File: config.mk
export PLATFORM = sky130hd
export DESIGN_NAME = execute_muldiv_unit
export DESIGN_NICKNAME = d
export VERILOG_FILES = /design/src/rtl/execute_muldiv_unit.sv
export SDC_FILE = /design/constraint.sdc
export NUM_CORES = 1
export LEC_CHECK = 0
export CAP_MARGIN = 10
export CORE_AREA = 2 2 226 228
export CTS_CLUSTER_SIZE = 10
export DETAILED_ROUTE_END_ITERATION = 7
export DIE_AREA = 0 0 228 230
export SLEW_MARGIN = 20
export SYNTH_ARGS = -nofsm -noshare
export SYNTH_HDL_FRONTEND = slang
export SYNTH_SLANG_ARGS = --single-unit
File: constraint.sdc
create_clock -name i_clk -period 4.6 [get_ports i_clk]
set_input_delay 0.92 -clock i_clk [delete_from_list [all_inputs] [get_ports i_clk]]
set_output_delay 0.92 -clock i_clk [all_outputs]
set_load 0.005 [all_outputs]
File: src/rtl/execute_muldiv_unit.sv
// execute_muldiv_unit
//   Iterative MULT/MULTU/DIV/DIVU unit on the Execute side of ID/EX.
//   A request takes WIDTH+2 cycles; o_stall holds Decode/ID-EX while busy
//   and the architectural HI/LO pair is updated when the result commits.
//
//   state  | meaning
//   -------+------------------------------------------------------------
//   IDLE   | waiting for i_start; operands and signs captured on start
//   RUN    | one radix-2 step per cycle, WIDTH cycles
//   FIX    | sign correction of the unsigned-magnitude result
//   DONE   | o_done pulse; o_hi/o_lo already hold the new result
//
// Ports
//   i_clk     rising-edge clock
//   i_rst_n   asynchronous active-low reset
//   i_start   request valid, sampled in IDLE only
//   i_op      00 MULT, 01 MULTU, 10 DIV, 11 DIVU
//   i_op_a    multiplicand / dividend
//   i_op_b    multiplier / divisor
//   i_flush   abort an in-flight operation (RUN/FIX) or drop a start
//   o_stall   high whenever not IDLE
//   o_done    one-cycle completion pulse
//   o_hi      product high half or remainder
//   o_lo      product low half or quotient
module execute_muldiv_unit #(
  parameter int WIDTH = 32
) (
  input  logic             i_clk,
  input  logic             i_rst_n,
  input  logic             i_start,
  input  logic [1:0]       i_op,
  input  logic [WIDTH-1:0] i_op_a,
  input  logic [WIDTH-1:0] i_op_b,
  input  logic             i_flush,
  output logic             o_stall,
  output logic             o_done,
  output logic [WIDTH-1:0] o_hi,
  output logic [WIDTH-1:0] o_lo
);

  localparam int CW = (WIDTH > 1) ? $clog2(WIDTH) : 1;

  typedef enum logic [1:0] {S_IDLE, S_RUN, S_FIX, S_DONE} state_t;

  state_t             r_state;
  state_t             w_next;
  logic [1:0]         r_op;
  logic               r_neg_a;
  logic               r_neg_res;
  logic               r_div0;
  logic [WIDTH-1:0]   r_a;      // multiplicand, or dividend shifting into quotient
  logic [WIDTH-1:0]   r_b;      // multiplier (shifts right), or divisor
  logic [2*WIDTH-1:0] r_acc;
  logic [WIDTH-1:0]   r_rem;
  logic [CW-1:0]      r_cnt;

  logic               w_signed_op;
  logic               w_sign_a;
  logic               w_sign_b;
  logic [WIDTH-1:0]   w_abs_a;
  logic [WIDTH-1:0]   w_abs_b;
  logic [WIDTH:0]     w_mul_sum;
  logic [WIDTH:0]     w_div_shift;
  logic [WIDTH:0]     w_div_diff;
  logic               w_div_ok;
  logic [2*WIDTH-1:0] w_prod;
  logic [WIDTH-1:0]   w_quo;
  logic [WIDTH-1:0]   w_rem;
  logic [2*WIDTH-1:0] w_res;

  assign w_signed_op = ~i_op[0];
  assign w_sign_a    = w_signed_op & i_op_a[WIDTH-1];
  assign w_sign_b    = w_signed_op & i_op_b[WIDTH-1];
  assign w_abs_a     = w_sign_a ? -i_op_a : i_op_a;
  assign w_abs_b     = w_sign_b ? -i_op_b : i_op_b;

  // Shift-add: add into the upper half, then shift the whole accumulator right.
  assign w_mul_sum   = {1'b0, r_acc[2*WIDTH-1:WIDTH]} + {1'b0, (r_b[0] ? r_a : '0)};

  // Restoring divide. The partial remainder stays below the divisor, so the
  // W+1-bit difference cannot overflow and its MSB is the borrow.
  assign w_div_shift = {r_rem, r_a[WIDTH-1]};
  assign w_div_diff  = w_div_shift - {1'b0, r_b};
  assign w_div_ok    = ~w_div_diff[WIDTH];

  // Divide by zero naturally yields remainder = |A| (sign-fixed back to A);
  // only the quotient needs forcing to all-ones.
  assign w_prod = r_neg_res ? -r_acc : r_acc;
  assign w_quo  = r_div0 ? '1 : (r_neg_res ? -r_a : r_a);
  assign w_rem  = r_neg_a ? -r_rem : r_rem;
  assign w_res  = r_op[1] ? {w_rem, w_quo} : w_prod;

  assign o_stall = (r_state != S_IDLE);
  assign o_done  = (r_state == S_DONE);

  always_ff @(posedge i_clk or negedge i_rst_n) begin
    if (!i_rst_n) r_state <= S_IDLE;
    else          r_state <= w_next;
  end

  always_comb begin
    w_next = r_state;
    case (r_state)
      S_IDLE: if (i_start && !i_flush) w_next = S_RUN;
      S_RUN: begin
        if (i_flush)                         w_next = S_IDLE;
        else if (r_cnt == CW'(WIDTH - 1))    w_next = S_FIX;
      end
      S_FIX:  w_next = i_flush ? S_IDLE : S_DONE;
      S_DONE: w_next = S_IDLE;
      default: w_next = S_IDLE;
    endcase
  end

  always_ff @(posedge i_clk or negedge i_rst_n) begin
    if (!i_rst_n) begin
      r_op      <= '0;
      r_neg_a   <= 1'b0;
      r_neg_res <= 1'b0;
      r_div0    <= 1'b0;
      r_a       <= '0;
      r_b       <= '0;
      r_acc     <= '0;
      r_rem     <= '0;
      r_cnt     <= '0;
      o_hi      <= '0;
      o_lo      <= '0;
    end else begin
      case (r_state)
        S_IDLE: begin
          if (i_start && !i_flush) begin
            r_op      <= i_op;
            r_neg_a   <= w_sign_a;
            r_neg_res <= w_sign_a ^ w_sign_b;
            r_div0    <= (i_op_b == '0);
            r_a       <= w_abs_a;
            r_b       <= w_abs_b;
            r_acc     <= '0;
            r_rem     <= '0;
            r_cnt     <= '0;
          end
        end
        S_RUN: begin
          r_cnt <= r_cnt + CW'(1);
          if (r_op[1]) begin
            r_rem <= w_div_ok ? w_div_diff[WIDTH-1:0] : w_div_shift[WIDTH-1:0];
            r_a   <= {r_a[WIDTH-2:0], w_div_ok};
          end else begin
            r_acc <= {w_mul_sum, r_acc[WIDTH-1:1]};
            r_b   <= r_b >> 1;
          end
        end
        // Result lands on the edge into DONE so it is visible with o_done.
        S_FIX: begin
          if (!i_flush) begin
            o_hi <= w_res[2*WIDTH-1:WIDTH];
            o_lo <= w_res[WIDTH-1:0];
          end
        end
        default: ;
      endcase
    end
  end

endmodule

After elaboration in Yosys (flattened, before gate mapping)
Cells that the tools add are included.

storage, ports and cells
  register bits after elaboration = 236
  output and inout port bits = 66

operators by class
  add/subtract/negate cells = 8
  eq/ne operators = 8
  mux-type cells = 28
  bitwise gates (word level) = 6
  reduce and logical (&&, ||, !) cells = 12

operators by type and width
  cell                   count
  $mux W32               13
  $mux W64               4
  $pmux W32 S2           3
  $neg A32 Y32           4
  $pmux W64 S2           1
  $neg A64 Y64           1
  $add A32 B32 Y33       1
  $sub A33 B32 Y33       1
  $logic_not A32 Y1      1
  $pmux W5 S2            1
  $mux W2                4
  $pmux W2 S4            1
  $reduce_and A2 Y1      4
  $ne A2 B2 Y1 const B   3
  $reduce_and A3 Y1      2
  $add A5 B1 Y5 const B  1
  $eq A5 B5 Y1 const B   1
  $mux W5                1
  $eq A2 B2 Y1 const B   2
  $reduce_bool A2 Y1     2
  $ne A3 B3 Y1 const B   1
  $not A1 Y1             3
  $and A1 B1 Y1          2
  $eq A2 B1 Y1 const B   1
  other kinds (4)        4

Logic depth before layout (Yosys ltp)
  word-level depth = 5
  mapped depth = 14

Worst setup path before layout
Ideal clock, no wire load.

  path kind = register to register
  from = register r_a[31]
  to = register r_rem[25]
  arrival time = 3.335 ns
  path slack = 1.139 ns
  cell stages (with the launch flop) = 14
  period minus slack after synthesis = 3.461 ns
  cells stage by stage = dfrtp_1 inv_1 ha_1 fa_1 nand2b_1 a21o_1 a211oi_1 or2_2 o2111ai_1 a21oi_1 xor2_1 buf_2 mux2i_1 o2bb2ai_1

on the way
  longest elaborated chain between the ends = 4

RTL lines
  item                      line  RTL
  start: declaration        51    logic [WIDTH-1:0] r_a;
  start signal: assignment  136   r_a <= w_abs_a;
  start signal: assignment  147   r_a <= {r_a[WIDTH-2:0], w_div_ok};
  $sub A33 B32 Y33          83    assign w_div_diff = w_div_shift - {1'b0, r_b};
  $mux W32                  146   r_rem <= w_div_ok ? w_div_diff[WIDTH-1:0] : w_div_shift[WIDTH-1:0];
  $mux W32                  145   if (r_op[1]) begin
  $pmux W32 S2              129   case (r_state)
  end signal: assignment    146
  end: declaration          54    logic [WIDTH-1:0] r_rem;

Every way passes these cells. The select of a mux whose other input is x is not followed.
A chain may end at the register's enable or synchronous reset.

Worst setup path after layout
  from = register r_a[31]
  to = register r_rem[27]

Same word-level chain as after synthesis.

==> out/results.txt <==
Outcome: finished, final reports clean
Top fanout value on the critical path: 20
DIE HEIGHT: 230 um
PnR worst setup slack: 0.8665 ns
H-tree lvl count: 1
Synth top area cells: dfrtp_1, o21ai_0, xnor2_1
Sequential area share after synthesis: 33.81%
Total wire length: 53720 um
Diodes inserted: 0
Pin count of the biggest net entering global routing: 97
CTS root buf: clkbuf_16
Post-route minimum period: 3.734 ns
Max Clock Skew: 0.01261 ns
Number of max-cap violations: 0
CTS Hold Bufs: 0
# DRC: 0
Setup Fix Bufs, Post-CTS: 0
PortBufs: 135
Distinct cell type count after synthesis: 68
Min Hold Slack: 0.3800 ns
GRT Overall Usage: 20.30%
Clock Sinks: 235
Post_cts resized: 0
Vias/cell: 5.496
CTS tree: built
Placement Setup Slack: 0.7166 ns
Critical path type: reg -> reg
Cell row count: 82
Worst Setup End Kind: flip-flop
Top_reg_cell synth: dfrtp_1
Critical Path AT: 4.21 ns
Initial Util: 34.88%
CTS Buf Count: 30
Internal: 6.522 mW
Fmax: 267.8 MHz
Mapped Cells: 2147
Slew margin rel.: 36.67%
Switching power: 5.308 mW
Vias in the first global route: 15370
Number of antenna violations at the first check in global routing: 1
Reg2reg setup slack: 0.87 ns
Fin crit share: 81.16%
Synth-to-Final Area Change: 17.09%
Die ar.: 52440 um^2
Power share of the combinational group: 51.7%
Seq pwr share: 28.5%
Critical path required time: 5.07 ns
First drt pass iteration count: 5
First-pass GRT wire length: 86860 um
Critical Path Start Type: flip-flop
Peak supply drop: 0.3676 mV
Hold Path Class: in -> async
Ys async rst share: 100.0%
Final hold violations: 0
Tot Pwr: 11.83 mW
Die Span X: 228 um
Most common library cells after synthesis: nand2_1, o21ai_0, dfrtp_1, a21oi_1, xnor2_1
Ports: 136
RSZ-0062 raised after global routing: false
Final setup viols: 0
Yosys warns: 0
Most common cell in the netlist: nand2_1
Net count after synthesis: 2291
Core area: 49860 um^2
GRT Residual Overflow: 0
Synth area leader: dfrtp_1
Vias: 15950
DR iter-0 viols: 1229
Share of total power in the clock network: 19.8%
Worst-case clock buffer depth: 3
EDFF count, synth: 0
Final GP Congestion: 0.9102
Worst skew pair latency: 0.59 ns
Power Dens Cells: 580.8 nW/um^2
Top cell type's share of synthesized area: 33.81%
Final ANT Viol Nets: 0
DP HPWL: 40590 um
Netlist Area Pre-Place: 17390 um^2
Worst-margin pin slew: 0.9499 ns
Layout cells sized above 1: 4.527%
#FFs+latches synth: 235
Final #Nets: 2358
Static leakage: 8.876 nW
Syn_area_per_cell: 8.102 um^2
Clk slew on worst S/H paths: 0.06 ns
Setup TNS: 0 ns
Switching share of power: 44.87%
Routed wire per std cell: 18.50 um
Final slew viol count: 0
-- power by group through the flow --
stage | logic, mW | clock network [mW] | registers [mW]
2_1_floorplan | 4.58 | 0 | 3.03
3_3_place_gp | 5.97 | 0 | 3.37
3_5_place_dp | 6.04 | 0 | 3.39
4_1_cts | 6.07 | 2.39 | 3.36
5_1_grt | 6.81 | 2.46 | 3.46
6_report | 6.11 | 2.34 | 3.37
-- sequential cells by signal, summed over array words and instances, names as in the netlist --
name	flops
r_op	1
r_acc	64
r_a	32
r_state	2
r_rem	32
r_neg_a	1
r_neg_res	1
o_hi	32
r_b	32
r_cnt	5
o_lo	32
r_div0	1
-- cells in the final DEF, fill, tap and decap left out, types with 42 or more instances in the layout --
cell,instances
clkdlybuf4s50_1,134
nand2_1,304
inv_1,58
o21ai_0,271
xor2_1,94
nor2_1,117
a21oi_1,152
dfrtp_1,233
xnor2_1,133
ha_1,72
a21o_1,42
-- through the flow --
step                cell area [um^2]  utilization (%)  std cells
global placement               19400            38.91       2854
CTS                            20360            40.84       2903
floorplan                      17390                -       2147
detailed placement             19400            38.91       2854
finish                         20370            40.85       2903
global route                   20370            40.85       2903
-- worst paths after layout --
| check | startpoint | endpoint | depth (start not counted) |
|---|---|---|---|
| worst min-delay path | i_rst_n | r_b[22] | 1 |
| max in group asynchronous | i_rst_n | r_neg_res | 2 |
| min in group i_clk | o_lo[14] | o_lo[14] | 2 |
| worst min register to register | o_lo[14] | o_lo[14] | 2 |
| worst max register to register | r_a[31] | r_rem[27] | 13 |
| worst max-delay path | r_a[31] | r_rem[27] | 13 |
-- cells by family after synthesis --
family	count (synthesis)	share of synthesized area, %
compound gates	704	24.69
simple gates	683	18.33
flops	235	33.81
xor+xnor	228	11.48
buf+inv	186	4.151
fa+ha+maj	74	5.409
mux	37	2.136
-- routing by layer --
metal	part of all wire, %	wire (um)	track usage [%]
met1	49	26100	29.71
met2	44	23430	31.15
met3	5.6	3020	2.951
met4	2.2	1173	5.433
met5	0	0	0
-- area by class of cell --
class	count	area (um^2)
clock buffer	44	884.6
clock inverter	5	75.07
fill	5072	29500
inverter	58	217.7
multi-input combinational	1726	10850
sequential	235	5883
tap	672	840.8
timing repair buffer	163	1617
-- worst max-delay path, cell delays in order, from the launching register on --
cell	delay [ns]
dfrtp_1	0.39
inv_1	0.07
ha_1	0.23
fa_1	0.39
nand2b_1	0.21
a21o_1	0.20
a211oi_1	0.35
or2_2	0.23
o2111ai_1	0.20
a21oi_1	0.47
xor2_4	0.18
buf_4	0.32
o21ai_0	0.14
a31o_2	0.22
(Power assumes the default switching activity.)
